[src/rtl/synapse_weight_loader.sv]
// synapse_weight_loader: buffers (index, weight) entries in a small FIFO and writes
// each one to the synaptic weight memory over AXI4-Lite, one transaction at a time.
// Out-of-range indices are dropped and counted as errors; completion of the entry
// flagged in_last is reported with a one-cycle done pulse.
module synapse_weight_loader #(
  parameter int unsigned NUM_SYNAPSES   = 72401,
  parameter logic [31:0] BASE_ADDR      = 32'h0,
  parameter int unsigned FIFO_DEPTH     = 8,
  parameter int unsigned TIMEOUT_CYCLES = 1024
) (
  input  logic        clk,
  input  logic        rst,
  input  logic        in_valid,
  output logic        in_ready,
  input  logic [31:0] in_index,
  input  logic [15:0] in_weight,
  input  logic        in_last,
  output logic [31:0] m_axi_awaddr,
  output logic        m_axi_awvalid,
  input  logic        m_axi_awready,
  output logic [31:0] m_axi_wdata,
  output logic [3:0]  m_axi_wstrb,
  output logic        m_axi_wvalid,
  input  logic        m_axi_wready,
  input  logic [1:0]  m_axi_bresp,
  input  logic        m_axi_bvalid,
  output logic        m_axi_bready,
  input  logic        clr_stats,
  output logic        busy,
  output logic        done,
  output logic [31:0] wr_count,
  output logic [15:0] err_count,
  output logic        timeout
);

  localparam int AW = $clog2(FIFO_DEPTH);
  localparam int TW = $clog2(TIMEOUT_CYCLES + 1);
  localparam int EW = 49;  // {last, weight[15:0], index[31:0]}
  localparam logic [31:0]   INDEX_LIMIT = 32'(NUM_SYNAPSES);
  localparam logic [TW-1:0] TMO_LAST    = TW'(TIMEOUT_CYCLES - 1);
  localparam logic [TW-1:0] TMO_MAX     = TW'(TIMEOUT_CYCLES);

  typedef enum logic [1:0] {
    IDLE      = 2'd0,
    ADDR_DATA = 2'd1,
    RESP      = 2'd2
  } state_t;

  // ---------------------------------------------------------------- FIFO
  logic [EW-1:0] fifo_mem [FIFO_DEPTH];
  logic [AW:0]   wr_ptr_reg;
  logic [AW:0]   rd_ptr_reg;
  logic          fifo_full;
  logic          fifo_empty;
  logic          push;
  logic          pop;

  state_t        state_reg;
  state_t        state_next;

  // Extra pointer bit distinguishes full from empty when the low bits match.
  assign fifo_empty = (wr_ptr_reg == rd_ptr_reg);
  assign fifo_full  = (wr_ptr_reg[AW] != rd_ptr_reg[AW]) &&
                      (wr_ptr_reg[AW-1:0] == rd_ptr_reg[AW-1:0]);
  // Full blocks input even if the head is popped this cycle, keeping in_ready registered-only.
  assign in_ready   = !fifo_full && !rst;
  assign push       = in_valid && in_ready;
  assign pop        = (state_reg == IDLE) && !fifo_empty;

  // Entry storage; no reset so it maps onto distributed RAM.
  always_ff @(posedge clk) begin
    if (push) begin
      fifo_mem[wr_ptr_reg[AW-1:0]] <= {in_last, in_weight, in_index};
    end
  end

  // FIFO pointers; reset flushes any queued entries.
  always_ff @(posedge clk) begin
    if (rst) begin
      wr_ptr_reg <= '0;
      rd_ptr_reg <= '0;
    end else begin
      if (push) wr_ptr_reg <= wr_ptr_reg + (AW+1)'(1);
      if (pop)  rd_ptr_reg <= rd_ptr_reg + (AW+1)'(1);
    end
  end

  // Head-of-queue decode.
  logic [EW-1:0] head;
  logic [31:0]   head_index;
  logic [15:0]   head_weight;
  logic          head_last;
  logic          head_drop;
  logic [31:0]   head_addr;

  assign head        = fifo_mem[rd_ptr_reg[AW-1:0]];
  assign head_index  = head[31:0];
  assign head_weight = head[47:32];
  assign head_last   = head[48];
  assign head_drop   = (head_index >= INDEX_LIMIT);
  assign head_addr   = BASE_ADDR + {head_index[29:0], 2'b00};

  // ---------------------------------------------------------------- FSM
  logic        aw_done_reg, aw_done_next;
  logic        w_done_reg,  w_done_next;
  logic [31:0] addr_reg;
  logic [15:0] data_reg;
  logic        last_reg;
  logic        done_reg,    done_next;
  logic        load_entry;
  logic        wr_inc;
  logic        err_inc;
  logic        aw_hs;
  logic        w_hs;
  logic        b_hs;

  assign m_axi_awvalid = (state_reg == ADDR_DATA) && !aw_done_reg;
  assign m_axi_wvalid  = (state_reg == ADDR_DATA) && !w_done_reg;
  assign m_axi_bready  = (state_reg == RESP);
  assign m_axi_awaddr  = addr_reg;
  assign m_axi_wdata   = {16'h0000, data_reg};
  assign m_axi_wstrb   = 4'b0011;

  assign aw_hs = m_axi_awvalid && m_axi_awready;
  assign w_hs  = m_axi_wvalid  && m_axi_wready;
  assign b_hs  = m_axi_bready  && m_axi_bvalid;

  // Next-state and per-cycle event decode for the single-outstanding write engine.
  always_comb begin
    state_next   = state_reg;
    aw_done_next = aw_done_reg;
    w_done_next  = w_done_reg;
    load_entry   = 1'b0;
    wr_inc       = 1'b0;
    err_inc      = 1'b0;
    done_next    = 1'b0;
    case (state_reg)
      IDLE: begin
        if (!fifo_empty) begin
          if (head_drop) begin
            err_inc   = 1'b1;
            done_next = head_last;
          end else begin
            load_entry   = 1'b1;
            aw_done_next = 1'b0;
            w_done_next  = 1'b0;
            state_next   = ADDR_DATA;
          end
        end
      end
      ADDR_DATA: begin
        if (aw_hs) aw_done_next = 1'b1;
        if (w_hs)  w_done_next  = 1'b1;
        if (aw_done_next && w_done_next) state_next = RESP;
      end
      RESP: begin
        if (m_axi_bvalid) begin
          if (m_axi_bresp == 2'b00) wr_inc = 1'b1;
          else                      err_inc = 1'b1;
          done_next  = last_reg;
          state_next = IDLE;
        end
      end
      default: state_next = IDLE;
    endcase
  end

  // State, channel-complete flags and the done pulse.
  always_ff @(posedge clk) begin
    if (rst) begin
      state_reg   <= IDLE;
      aw_done_reg <= 1'b0;
      w_done_reg  <= 1'b0;
      done_reg    <= 1'b0;
    end else begin
      state_reg   <= state_next;
      aw_done_reg <= aw_done_next;
      w_done_reg  <= w_done_next;
      done_reg    <= done_next;
    end
  end

  // Capture the popped entry; held stable for the whole transaction.
  always_ff @(posedge clk) begin
    if (rst) begin
      addr_reg <= '0;
      data_reg <= '0;
      last_reg <= 1'b0;
    end else if (load_entry) begin
      addr_reg <= head_addr;
      data_reg <= head_weight;
      last_reg <= head_last;
    end
  end

  // ---------------------------------------------------------------- statistics
  logic [31:0]   wr_count_reg;
  logic [15:0]   err_count_reg;
  logic [TW-1:0] tmo_cnt_reg;
  logic          timeout_reg;
  logic          tmo_quiet;

  // Counters: clear wins over a same-cycle increment; errors saturate.
  always_ff @(posedge clk) begin
    if (rst || clr_stats) begin
      wr_count_reg  <= '0;
      err_count_reg <= '0;
    end else begin
      if (wr_inc) wr_count_reg <= wr_count_reg + 32'd1;
      if (err_inc && (err_count_reg != 16'hFFFF)) err_count_reg <= err_count_reg + 16'd1;
    end
  end

  // A cycle is "quiet" when a transaction is pending with no handshake and no state change.
  assign tmo_quiet = (state_reg != IDLE) && !aw_hs && !w_hs && !b_hs &&
                     (state_next == state_reg);

  // Stall watchdog: the counter saturates, the flag is sticky until clr_stats.
  always_ff @(posedge clk) begin
    if (rst) begin
      tmo_cnt_reg <= '0;
      timeout_reg <= 1'b0;
    end else begin
      if (!tmo_quiet)                tmo_cnt_reg <= '0;
      else if (tmo_cnt_reg != TMO_MAX) tmo_cnt_reg <= tmo_cnt_reg + TW'(1);

      if (clr_stats)                                   timeout_reg <= 1'b0;
      else if (tmo_quiet && (tmo_cnt_reg == TMO_LAST)) timeout_reg <= 1'b1;
    end
  end

  assign wr_count  = wr_count_reg;
  assign err_count = err_count_reg;
  assign timeout   = timeout_reg;
  assign done      = done_reg;
  assign busy      = (state_reg != IDLE) || !fifo_empty;

endmodule
[config.mk]
export PLATFORM = sky130hd
export DESIGN_NAME = synapse_weight_loader
export DESIGN_NICKNAME = d
export VERILOG_FILES = /design/src/rtl/synapse_weight_loader.sv
export SDC_FILE = /design/constraint.sdc
export NUM_CORES = 1
export LEC_CHECK = 0
export CORE_MARGIN = 2
export CORE_UTILIZATION = 46
export CTS_BUF_LIST = sky130_fd_sc_hd__clkbuf_16
export CTS_CLUSTER_DIAMETER = 80
export CTS_CLUSTER_SIZE = 16
export DETAILED_ROUTE_END_ITERATION = 8
export GPL_ROUTABILITY_DRIVEN = 1
export PLACE_DENSITY = 0.69
export SLEW_MARGIN = 0
export SYNTH_ARGS = -nofsm -noshare
export SYNTH_HDL_FRONTEND = slang
export SYNTH_SLANG_ARGS = --single-unit
export TNS_END_PERCENT = 30
[constraint.sdc]
create_clock -name clk -period 6.5 [get_ports clk]
set_input_delay 0.65 -clock clk [delete_from_list [all_inputs] [get_ports clk]]
set_output_delay 0.65 -clock clk [all_outputs]
set_load 0.03 [all_outputs]
== After elaboration in Yosys (flattened, before gate mapping) ==
Memory sizes are Yosys's and may differ from the RTL's. A register that Yosys moved wholly into a read port is not among the register bits.
Index checks and enable logic that the tools add are counted.
Storage, ports and cells
  word-level logic and storage cells: 97
  ROM bits: 0
  input bits: 58
  output and inout bits: 123
  flip-flop bits (word level): 120
  bits in latches: 0
  bits in writable memories: 392
  memories kept: 1
Cells by class
  add/sub/neg operators: 5
  muxes and demuxes: 32
  multipliers: 0
  shift operators: 0
  $lt $le $gt $ge: 1
  bitwise gates (word level): 1
  div/mod/pow operators: 0
  eq/ne operators: 11
  reduce and logical (&&, ||, !) cells: 33
Memory list
  fifo_mem: words 8, width 49, read ports 1, clocked after Yosys merged registers in 1, write ports 1, line 50  | logic [EW-1:0] fifo_mem [FIFO_DEPTH];
Operator list (number)
  $add A32 B1 Y32 const B: 1
  $ge A32 B17 Y1 const B: 1
  $mux W1: 21
  $add A16 B1 Y16 const B: 1
  $logic_and A1 B1 Y1: 16
  $ne A16 B16 Y1 const B: 1
  $add A11 B1 Y11 const B: 1
  $eq A11 B10 Y1 const B: 1
  $ne A11 B11 Y1 const B: 1
  $add A4 B1 Y4 const B: 2
  $logic_not A1 Y1: 8
  $mux W2: 4
  $pmux W1 S2: 4
  $mux W3: 2
  $pmux W2 S3: 1
  $eq A4 B4 Y1: 1
  $logic_not A2 Y1: 2
  $ne A2 B2 Y1 const B: 2
  $reduce_bool A2 Y1: 2
  $reduce_or A2 Y1: 2
  $eq A3 B3 Y1: 1
  $reduce_and A3 Y1: 1
  $eq A2 B1 Y1 const B: 1
  $eq A2 B2 Y1: 1
  4 further kinds: 5

== Depth between registers and ports, before layout ==
  depth in word-level cells: 12
  mapped depth: 13
  gate-level depth less buffers: 9

== Worst setup path after synthesis ==
Ideal clock, no wire load.
  path kind: reg-to-reg
  from: register wr_ptr_reg[1]
  to: memory fifo_mem[1][0], enable pin
  arrival time: 6.713 ns
  setup time: 0.594 ns
  clock period less this slack: 7.308 ns
  path buffers: 1
  required time: 5.906 ns
  stages on the path, launching flop included: 7
  setup slack: -0.808 ns
  cell sequence: dfxtp_1 > buf_1 > xor2_1 > nor3_1 > a21oi_1 > nand2_1 > nor4b_1
Between the ends
  longest elaborated chain between the ends: 7
RTL lines
  start, declared: line 51  | logic [AW:0] wr_ptr_reg;
  start signal, assigned: line 83  | if (push) wr_ptr_reg <= wr_ptr_reg + (AW+1)'(1);
  $eq A3 B3 Y1: line 64  | (wr_ptr_reg[AW-1:0] == rd_ptr_reg[AW-1:0]);
  $logic_and A1 B1 Y1: line 63  | assign fifo_full = (wr_ptr_reg[AW] != rd_ptr_reg[AW]) &&
  $logic_not A1 Y1: line 66  | assign in_ready = !fifo_full && !rst;
  $logic_and A1 B1 Y1: line 66
  via in_ready: line 14  | output logic in_ready,
  $logic_and A1 B1 Y1: line 67  | assign push = in_valid && in_ready;
  $mux W1: line 72  | if (push) begin
  $mux W1 (not written as such): line 73  | fifo_mem[wr_ptr_reg[AW-1:0]] <= {in_last, in_weight, in_index};
  end, declared: line 50
The timed path passes the listed nets, and every way through them passes these cells.

==> results.py <==
metrics = {
    "pwr": {
        "finalPower_uw": 6820,
        "vdd_drop_max_uv": 229,
        "power_density_mw_per_mm2": 299,
        "leakage_uw": 0.00760,
    },
    "timing": {
        "min_period_over_period": 0.683,
        "fin_ws_ns": 2.06,
        "fin_setup_tns_ns": 0,
        "tightest_slew_ns": 1.15,
        "setup_viol": 0,
        "slew_viol_final": 0,
        "fin_crit_ns": 4.44,
        "slew_headroom": 0.233,
        "max_freq_ghz": 0.225,
        "hold_viol": 0,
        "clock_skew_ns": 0.0216,
        "rsz0062_at_grt": "false",
    },
    "cells_and_area": {
        "regArea_mm2": 0.0142,
        "fin_nets": 1428,
        "fin_util": 0.543,
        "multiInputGateArea_mm2": 0.00503,
        "largest_reg_flops": 392,
        "n_fill_cell": 3338,
        "drive_above_1_share": 0.124,
        "area.growth.synth_to_final_pct": 16.5,
    },
    "clock_network": {
        "root_buffer": "clkbuf_16",
        "clock-sinks": 515,
        "clockBufferDepth": 3,
        "insertion_delay_ns": 0.58,
        "cts_tree": "done",
        "cts_buffers": 38,
        "post_cts_resized": 0,
        "cts_setup_buffers": 0,
        "clk_pin_slew_ns": 0.07,
        "htreeDepth": 2,
        "cts_hold_buf": 0,
    },
    "routing": {
        "ant_nets": 0,
        "first_pass_iters": 7,
        "wl_per_cell_um": 20.5,
        "dr.first_iter.drc_count": 823,
        "vias": 10600,
        "drt_wl_total_um": 39700,
        "viasPerCell": 5.46,
        "drc": 0,
    },
    "setup_path": {
        "crit_top_cell": "buf_4",
        "path_cells": "buf_4 -> mux4_2 -> nand3_1 -> nand2_1 -> a21o_1 -> a221oi_4 -> nand3_2 -> buf_4 -> mux2_4 -> nor2_1",
        "crit_slowest_cell": "dfxtp_4",
        "end_kind": "flip-flop",
        "critical_path_arrival_ns": 4.93,
        "crit_fanout": 47,
        "cp-start-kind": "flip-flop",
        "r2r_setup_slack_ns": 2.06,
        "worstSetupPathType": "reg2reg",
        "worstSetupEndpoint": "m_axi_awaddr[17]$_SDFFE_PP0P_",
        "crit_required_ns": 6.99,
        "cpPeakStageDelay_ns": 0.91,
        "reg2reg_to": "m_axi_awaddr[17]$_SDFFE_PP0P_",
        "reg2reg_depth": 10,
    },
    "global_route": {
        "track_usage": 0.180,
        "grt_overflow": 0,
        "grt_pass1_wl_um": 60500,
        "grt_max_degree": 59,
        "grt_pass1_vias": 10300,
        "antenna_found_initial": 2,
    },
    "placement": {
        "pre_cts_slack_ns": 2.04,
        "place.gp.congestion": 0.788,
        "dpl.hpwl_um": 24000,
        "port_buffers": 158,
    },
    "die": {
        "fp.dieH_um": 210,
        "die_w_um": 210,
        "dieArea_mm2": 0.0443,
        "initial_core_util": 0.466,
        "core_mm2": 0.0420,
        "ioPinCount": 181,
        "rows": 75,
    },
    "logic_synthesis": {
        "async_flop_share": 0,
        "ys_seq_area_frac": 0.726,
        "synth_area_per_cell_um2": 16.3,
        "synth_flop_cell": "edfxtp_1",
        "synth_edf_count": 392,
        "synth_cells": 1200,
        "ys_types": 60,
        "syn-cell-area_mm2": 0.0196,
        "ys_ff_latch": 515,
        "ys.warnings.count": 0,
    },
    "job": {
        "drv_cap": 0,
    },
    "run_status": {
        "status": "finished clean",
    },
    "min_path": {
        "hold_start": "m_axi_awaddr[27]$_SDFFE_PP0P_",
        "hold_path_class": "reg2reg",
    },
}
[synthesized netlist by cell type, drive strengths merged (2+ instances only)]
cell type	n	area share
ha	6	0.0038
a221oi	2	0.0021
buf	49	0.017
a31o	5	0.0022
mux2	24	0.014
nand3	24	0.0064
nor3b	3	0.0011
a41o	2	0.0010
inv	15	0.0029
a31oi	5	0.0016
mux4	65	0.075
and4	4	0.0018
a21oi	22	0.0056
and2	19	0.0061
nor4b	3	0.0013
nor4	27	0.0086
nand4	19	0.0061
a22oi	7	0.0027
dfxtp	123	0.13
clkbuf	21	0.0040
or3	12	0.0038
nor2	110	0.021
nor2b	11	0.0035
edfxtp	392	0.60
mux2i	56	0.029
nand2	58	0.011
or2	6	0.0019
nand4b	3	0.0013
nor3	12	0.0036
and3	11	0.0035
conb	2	0.00038
xor2	28	0.013
a211oi	3	0.0011
nand2b	3	0.00096
o21ai	18	0.0046
xnor2	17	0.0076
a2111oi	2	0.00089
[logic make-up after synthesis]
logic type | after synthesis | share of synthesized area
xor gates and xnor gates | 45 | 0.0201
AOI/OAI and AO/OA | 74 | 0.0251
DFF | 515 | 0.726
other | 2 | 0.000383
muxes | 145 | 0.117
adders and majority gates | 6 | 0.00383
and+or+nand+nor | 328 | 0.0834
buffers and inverters | 85 | 0.0239
[routing by layer]
| layer | vias up | share of wire | GRT usage |
|---|---|---|---|
| met5 | - | 0.00040 | 0 |
| met4 | 2 | 0.016 | 0.0437 |
| met3 | 46 | 0.055 | 0.0344 |
| met2 | 287 | 0.50 | 0.302 |
| met1 | 5360 | 0.43 | 0.244 |
| li1 | 4863 | - | - |
[area by class of cell]
type                       instances  share of cell area
clock inverter                    30             0.00734
sequential                       515               0.624
timing repair buffer             174              0.0748
inverter                          15             0.00247
antenna                            2            0.000219
clock buffer                      38              0.0416
tap                              539              0.0295
multi-input combinational        620               0.220
[critical path: cells and delay by family (launching register included)]
kind                   cells  cell delay, ns
AOI/OAI and AO/OA          2            0.59
muxes                      2            0.94
and+or+nand+nor            4            0.73
buffers and inverters      2            1.10
DFF                        1            0.91
[where the power goes]
part	total, uW	switching (uW)	internal [uW]
Clock	2180	1100	1080
Sequential	3690	107	3590
Combinational	941	492	450
[per-stage QoR]
stage,area (um2),hold WS [ns],instances
6_report,22800,0.466,1933
5_1_grt,22800,0.481,1931
3_3_place_gp,21700,0.444,1863
2_1_floorplan,19700,0.452,1220
3_5_place_dp,21700,0.444,1863
4_1_cts,22800,0.466,1931
[cell usage in the layout (no fill, tap or decap), types with 23 or more instances in the layout]
| cell | n |
|---|---|
| edfxtp_1 | 392 |
| clkdlybuf4s50_1 | 157 |
| dfxtp_1 | 120 |
| nor2_1 | 108 |
| mux4_2 | 65 |
| nand2_1 | 58 |
| mux2i_1 | 56 |
| inv_1 | 40 |
| clkbuf_16 | 38 |
| xor2_1 | 28 |
| nor4_1 | 27 |
| nand3_1 | 23 |
| mux2_2 | 23 |
[worst min path at each step]
stage | to | slack [ns] | cells past startpoint
after floorplan | done$_SDFF_PP0_ | 0.45 | 2
after global placement | m_axi_awaddr[21]$_SDFFE_PP0P_ | 0.44 | 1
after detailed placement | m_axi_awaddr[24]$_SDFFE_PP0P_ | 0.44 | 1
after CTS | m_axi_awaddr[24]$_SDFFE_PP0P_ | 0.47 | 1
after global routing | m_axi_awaddr[23]$_SDFFE_PP0P_ | 0.48 | 1
final | m_axi_awaddr[27]$_SDFFE_PP0P_ | 0.47 | 1
Note: power is estimated with default switching activity, not from simulation.
